==> src/rtl/mem_port_arbiter.sv <==
// Arbitrates the single pipelined read port of mem between instruction fetch and loads,
// tagging each in-flight read so its returned word is routed back to the issuing requester.
module mem_port_arbiter #(
  parameter int MEM_LAT    = 2,
  parameter int STARVE_MAX = 3
) (
  input  logic        clk,
  input  logic        reset,
  input  logic        i_req,
  input  logic [15:0] i_addr,
  input  logic        i_flush,
  output logic        i_gnt,
  output logic        i_rvalid,
  output logic [15:0] i_rdata,
  input  logic        d_req,
  input  logic [15:0] d_addr,
  output logic        d_gnt,
  output logic        d_rvalid,
  output logic [15:0] d_rdata,
  output logic [15:0] mem_addr,
  input  logic [15:0] mem_data,
  output logic        busy
);

  localparam int SW = 4;

  logic [MEM_LAT-1:0] vld_q, vld_d;
  logic [MEM_LAT-1:0] id_q, id_d;
  logic [MEM_LAT-1:0] vld_sq;
  logic [SW-1:0]      starve_q, starve_d;
  logic [15:0]        i_rdata_q, i_rdata_d;
  logic [15:0]        d_rdata_q, d_rdata_d;
  logic               fetch_force;

  // A starved fetch overrides the default load priority, but never during a flush.
  always_comb begin
    fetch_force = i_req && !i_flush && (starve_q == SW'(STARVE_MAX));
    i_gnt       = !reset && i_req && !i_flush && (fetch_force || !d_req);
    d_gnt       = !reset && d_req && !fetch_force;
    mem_addr    = 16'h0000;
    if (d_gnt) begin
      mem_addr = d_addr;
    end else if (i_gnt) begin
      mem_addr = i_addr;
    end
  end

  // Flush drops fetch entries (id 0) from every stage; loads are kept.
  assign vld_sq = vld_q & ~({MEM_LAT{i_flush}} & ~id_q);

  // Delivery uses pre-flush state so a fetch word arriving in the flush cycle still lands.
  assign i_rvalid = !reset && vld_q[MEM_LAT-1] && !id_q[MEM_LAT-1];
  assign d_rvalid = !reset && vld_q[MEM_LAT-1] &&  id_q[MEM_LAT-1];
  assign i_rdata  = i_rvalid ? mem_data : i_rdata_q;
  assign d_rdata  = d_rvalid ? mem_data : d_rdata_q;
  assign busy     = !reset && (|vld_sq);

  assign vld_d[0] = i_gnt || d_gnt;
  assign id_d[0]  = d_gnt;

  generate
    for (genvar gi = 1; gi < MEM_LAT; gi++) begin : g_stage
      assign vld_d[gi] = vld_sq[gi-1];
      assign id_d[gi]  = id_q[gi-1];
    end
  endgenerate

  always_comb begin
    starve_d = starve_q;
    if (i_gnt || !i_req || i_flush) begin
      starve_d = '0;
    end else if (starve_q < SW'(STARVE_MAX)) begin
      starve_d = starve_q + SW'(1);
    end
    i_rdata_d = i_rdata;
    d_rdata_d = d_rdata;
  end

  always_ff @(posedge clk) begin
    if (reset) begin
      vld_q     <= '0;
      id_q      <= '0;
      starve_q  <= '0;
      i_rdata_q <= 16'h0000;
      d_rdata_q <= 16'h0000;
    end else begin
      vld_q     <= vld_d;
      id_q      <= id_d;
      starve_q  <= starve_d;
      i_rdata_q <= i_rdata_d;
      d_rdata_q <= d_rdata_d;
    end
  end

  a_one_grant:  assert property (@(posedge clk) !(i_gnt && d_gnt));
  a_one_rvalid: assert property (@(posedge clk) !(i_rvalid && d_rvalid));

endmodule

==> config.mk <==
export PLATFORM = sky130hd
export DESIGN_NAME = mem_port_arbiter
export DESIGN_NICKNAME = d
export VERILOG_FILES = /design/src/rtl/mem_port_arbiter.sv
export SDC_FILE = /design/constraint.sdc
export NUM_CORES = 1
export LEC_CHECK = 0
export CAP_MARGIN = 20
export CORE_MARGIN = 5
export CORE_UTILIZATION = 36
export DETAILED_ROUTE_END_ITERATION = 8
export PLACE_DENSITY = 0.85
export SYNTH_ARGS = -nofsm -noshare
export SYNTH_HDL_FRONTEND = slang
export SYNTH_SLANG_ARGS = --single-unit
==> constraint.sdc <==
create_clock -name clk -period 1.7 [get_ports clk]
set_input_delay 0.425 -clock clk [delete_from_list [all_inputs] [get_ports clk]]
set_output_delay 0.425 -clock clk [all_outputs]
set_load 0.05 [all_outputs]
# Word level (Yosys, flattened, before mapping)
# Index checks and enable logic that the tools add are counted.
# word_totals
ff_bits	40
word_cells	39
# op_classes
n_reduce_logical	23
addsub	1
magnitude_cmp	1
eq_ne	1
bitwise_logic	4
muxes	4
# op_table
cell	count
16-bit 2-to-1 mux	4
1-bit logical AND	11
1-bit zero test	6
4-bit by 1-bit adder with 4-bit output (second input constant)	1
2-bit AND	2
4-bit by 2-bit == test with 1-bit output (second input constant)	1
1-bit logical OR	4
4-bit by 2-bit < comparator with 1-bit output (second input constant)	1
2-bit NOT	2
2-bit OR reduction	2

# Longest topological paths before layout
# logic_depth
ltp_word	8
mapped_depth	6
depth_no_buf	4

# Worst setup path after synthesis
# OpenSTA, ideal clock, no wires.
# synth_timing
kind	reg-to-output
from	register starve_q[0]
to	output i_gnt
setup_slack_ns	-1.078
t_arrival_ns	2.353
path_stages_with_launch	6
cell_sequence	dfxtp_1 ha_1 or3b_1 buf_2 buf_2 a211oi_1
# synth_between
elab_chain_cells	4
# synth_rtl
element	line	rtl
from (decl)	30	logic [SW-1:0] starve_q, starve_d;
from (signal assigned)	89	starve_q <= starve_d;
4-bit by 2-bit == test with 1-bit output	37	fetch_force = i_req && !i_flush && (starve_q == SW'(STARVE_MAX));
1-bit logical AND	37	
1-bit logical OR	38	i_gnt = !reset && i_req && !i_flush && (fetch_force || !d_req);
1-bit logical AND	38	
to (decl)	12	output logic i_gnt,
# Every way passes these cells.

# Worst setup path after layout
# layout_timing
from	register starve_q[1]
to	output mem_addr[10]
# layout_between
elab_chain_cells	6
# layout_rtl
element	line	rtl
4-bit by 2-bit == test with 1-bit output *	37	
1-bit logical AND *	37	
1-bit logical OR	38	
1-bit logical AND	38	
16-bit 2-to-1 mux	43	end else if (i_gnt) begin
16-bit 2-to-1 mux *	41	if (d_gnt) begin
to (decl)	20	output logic [15:0] mem_addr,
# Every way passes the cells marked *; elsewhere a longest branch is shown, timed or not.

==> impl_metrics.env <==
export IMPL_fp_dieW_um=84.97
export IMPL_synth_area_per_cell_um2=10.22
export IMPL_ys_seq_area_share_pct=39.58
export IMPL_cp_slowest_stage_delay_ps=390
export IMPL_grt_pass1_wl_mm=12.04
export IMPL_grt_max_degree=29
export IMPL_layout_drive_gt1_share_pct=50.44
export IMPL_io_buffer_count=105
export IMPL_via_count=2121
export IMPL_path_cells="ha_4 > or3b_4 > buf_12 > o211ai_1 > a21oi_4 > buf_12"
export IMPL_cap_violations=0
export IMPL_ys_warn_count=0
export IMPL_violations="setup timing"
export IMPL_synthFlopType="dfxtp_1"
export IMPL_final_nets=392
export IMPL_numClockSinks=40
export IMPL_post_dp_cell_area_um2=3775
export IMPL_syn_area_um2=2023
export IMPL_initial_utilization_pct=36.97
export IMPL_critical_path_buf_inv_count=2
export IMPL_route_detailed_drc=0
export IMPL_dieArea_um2=7219
export IMPL_setup_violations_final=52
export IMPL_crit_fanout=17
export IMPL_ys_types=29
export IMPL_synth_most_common_cell="dfxtp_1"
export IMPL_core_um2=5473
export IMPL_synth_area_top_cells="dfxtp_1 (40%), mux2_2 (12%), o211ai_1 (12%)"
export IMPL_crit_top_cell="buf_12"
export IMPL_power_leakage_nw=1.840
export IMPL_detail_route_first_pass_iterations=5
export IMPL_setup_tns_ps=-19860
export IMPL_slowest_stage="or3b_4"
export IMPL_critPathLaunchType="flop"
export IMPL_status="finished, violations left"
export IMPL_wl_per_cell_um=19.07
export IMPL_wl_mm=7.837
export IMPL_fmax_mhz=431.9
export IMPL_clkTransAtPathRegs_ps=70
export IMPL_antenna_found_initial=0
export IMPL_synth_edff_count=0
export IMPL_critPathKind="reg2out"
export IMPL_slew_headroom_pct=78.37
export IMPL_powerDensity_nw_per_um2=541.4
export IMPL_die_h_um=84.97
export IMPL_hold_path_class="in2reg"
export IMPL_synth_area_leader_cell="dfxtp_1"
export IMPL_netlist_instances=198
export IMPL_synthTopCellsByCount="dfxtp_1 (40), and2_1 (32), o211ai_1 (32)"
export IMPL_antenna_cells=0
export IMPL_required_ps=1270
export IMPL_rsz0062_at_grt="true"
export IMPL_antenna_left=0
export IMPL_syn_to_final_growth_pct=118.5
export IMPL_grt_remaining_overflow=0
export IMPL_ys_ff_latch=40
export IMPL_netlist_area_leader_share_pct=39.58
export IMPL_final_area_um2=4420
export IMPL_clock_latency_ps=290
export IMPL_htree_levels=2
export IMPL_ctsHoldBuffers=0
export IMPL_holdWs_ps=469.5
export IMPL_ys_async_sr_fraction_pct=0
export IMPL_slew_violations=0
export IMPL_viasPerCell=5.161
export IMPL_period_share_pct=136.2
export IMPL_drt_initial_drc_count=53
export IMPL_reg2reg_depth=6
export IMPL_crit_cells=6
export IMPL_worst_pin_slew_ps=323.0
export IMPL_dp_slack_ps=-535.8
export IMPL_place_congestion=0.7420
export IMPL_max_vdd_ir_drop_mv=0.3331
export IMPL_cts_root_buf="clkbuf_8"
export IMPL_cp_arrival_ps=1890
export IMPL_grt_util_all_layers_pct=20.68
export IMPL_setup_slack_ps=-615.4
export IMPL_ios=106
export IMPL_cp_top_family="simple AND/OR/NAND/NOR gates"
export IMPL_place_hpwl_mm=4.658
export IMPL_rows=27
export IMPL_holdPathStages=3
export IMPL_clock_skew_ps=2.420
export IMPL_syn_nets=252
export IMPL_finalHoldViolCount=0
export IMPL_numCtsBuffers=5
export IMPL_clock_path_buffers=2
export IMPL_cts_tree="done"
export IMPL_finalCriticalPeriod_ps=2315
export IMPL_grt_pass1_vias=2318
export IMPL_end_kind="output pin"
export IMPL_fillers=282
[final timing paths]
path	to	slack, ps	from
worst min-delay path	id_q[1]$_SDFF_PP0_	470	reset
worst max register to register	i_rdata_q[15]$_SDFF_PP0_	60	id_q[1]$_SDFF_PP0_
worst max-delay path	mem_addr[10]	-620	starve_q[1]$_SDFFE_PP0N_
worst min register to register	id_q[1]$_SDFF_PP0_	470	id_q[0]$_SDFF_PP0_
[state kept, by name (all words and copies together), names as in the netlist]
register,count
d_rdata_q,16
i_rdata_q,16
id_q,2
starve_q,4
vld_q,2
[what timing repair did]
item | 4_1_cts | 5_1_grt
resized for setup | 85 | 9
gates cloned | 5 | 0
pin swaps | 7 | 18
endpoints found under the setup margin | 52 | 53
setup buffers | 16 | 7
[report_power, final]
group	switching, mW	internal (mW)	total, mW
clock	0.324	0.436	0.760
combinational	0.321	0.358	0.678
sequential	0.00613	0.949	0.955
total	0.651	1.74	2.39
[layout by cell type, fill, tap and decap left out, types with 5 or more instances in the layout]
| master | Yosys | layout |
|---|---|---|
| a21oi_4 | 0 | 11 |
| clkbuf_8 | 0 | 5 |
| and2_1 | 32 | 32 |
| buf_8 | 0 | 19 |
| buf_6 | 0 | 14 |
| buf_12 | 1 | 41 |
| buf_4 | 1 | 21 |
| dfxtp_1 | 40 | 36 |
| clkdlybuf4s50_1 | 0 | 48 |
| o211ai_1 | 32 | 32 |
| mux2_4 | 9 | 32 |
| a21oi_2 | 0 | 5 |
[layer usage]
| metal | part of all wire (%) | vias up | GRT usage, % |
|---|---|---|---|
| met3 | 8.3 | 18 | 7.961 |
| li1 | - | 998 | - |
| met5 | 0 | - | 0 |
| met2 | 50 | 100 | 37.85 |
| met4 | 2.3 | 0 | 5.468 |
| met1 | 40 | 1005 | 22.05 |
[metrics by stage]
stage                     total power, mW  utilization, %  cells
after floorplan                     1.270               -    198
after global placement              1.591           68.98    378
after detailed placement            1.599           68.98    378
after CTS                           2.394           79.97    407
after global routing                2.473           80.77    411
final                               2.393           80.77    411
[layout make-up]
cell class | count | area (um^2) | share of cell area (%)
Tap cell | 72 | 90.09 | 2.038
Sequential cell | 40 | 808.3 | 18.28
Clock inverter | 2 | 35.03 | 0.7925
Clock buffer | 6 | 72.57 | 1.642
Multi-Input combinational cell | 138 | 1411 | 31.93
Inverter | 3 | 13.76 | 0.3114
Timing Repair Buffer | 150 | 1989 | 45.00
[kinds of logic (layout without fill, tap and decap cells)]
| family | Yosys count | in the layout | share of synthesized area (%) |
|---|---|---|---|
| buffers and inverters | 20 | 161 | 5.009 |
| flip-flops | 40 | 40 | 39.58 |
| AO/OA/AOI/OAI | 57 | 57 | 18.61 |
| multiplexers | 32 | 32 | 19.48 |
| adder cells (fa/ha/maj) | 1 | 1 | 0.6183 |
| AND/OR/NAND/NOR | 48 | 48 | 16.70 |
[worst register-to-register path, cell delays in order, from the launching register on]
cell,delay (ps)
dfxtp_4,360
nor3b_4,230
buf_6,200
mux2_4,340
buf_4,140
buf_4,120
and2_1,150
(Power assumes the default switching activity.)
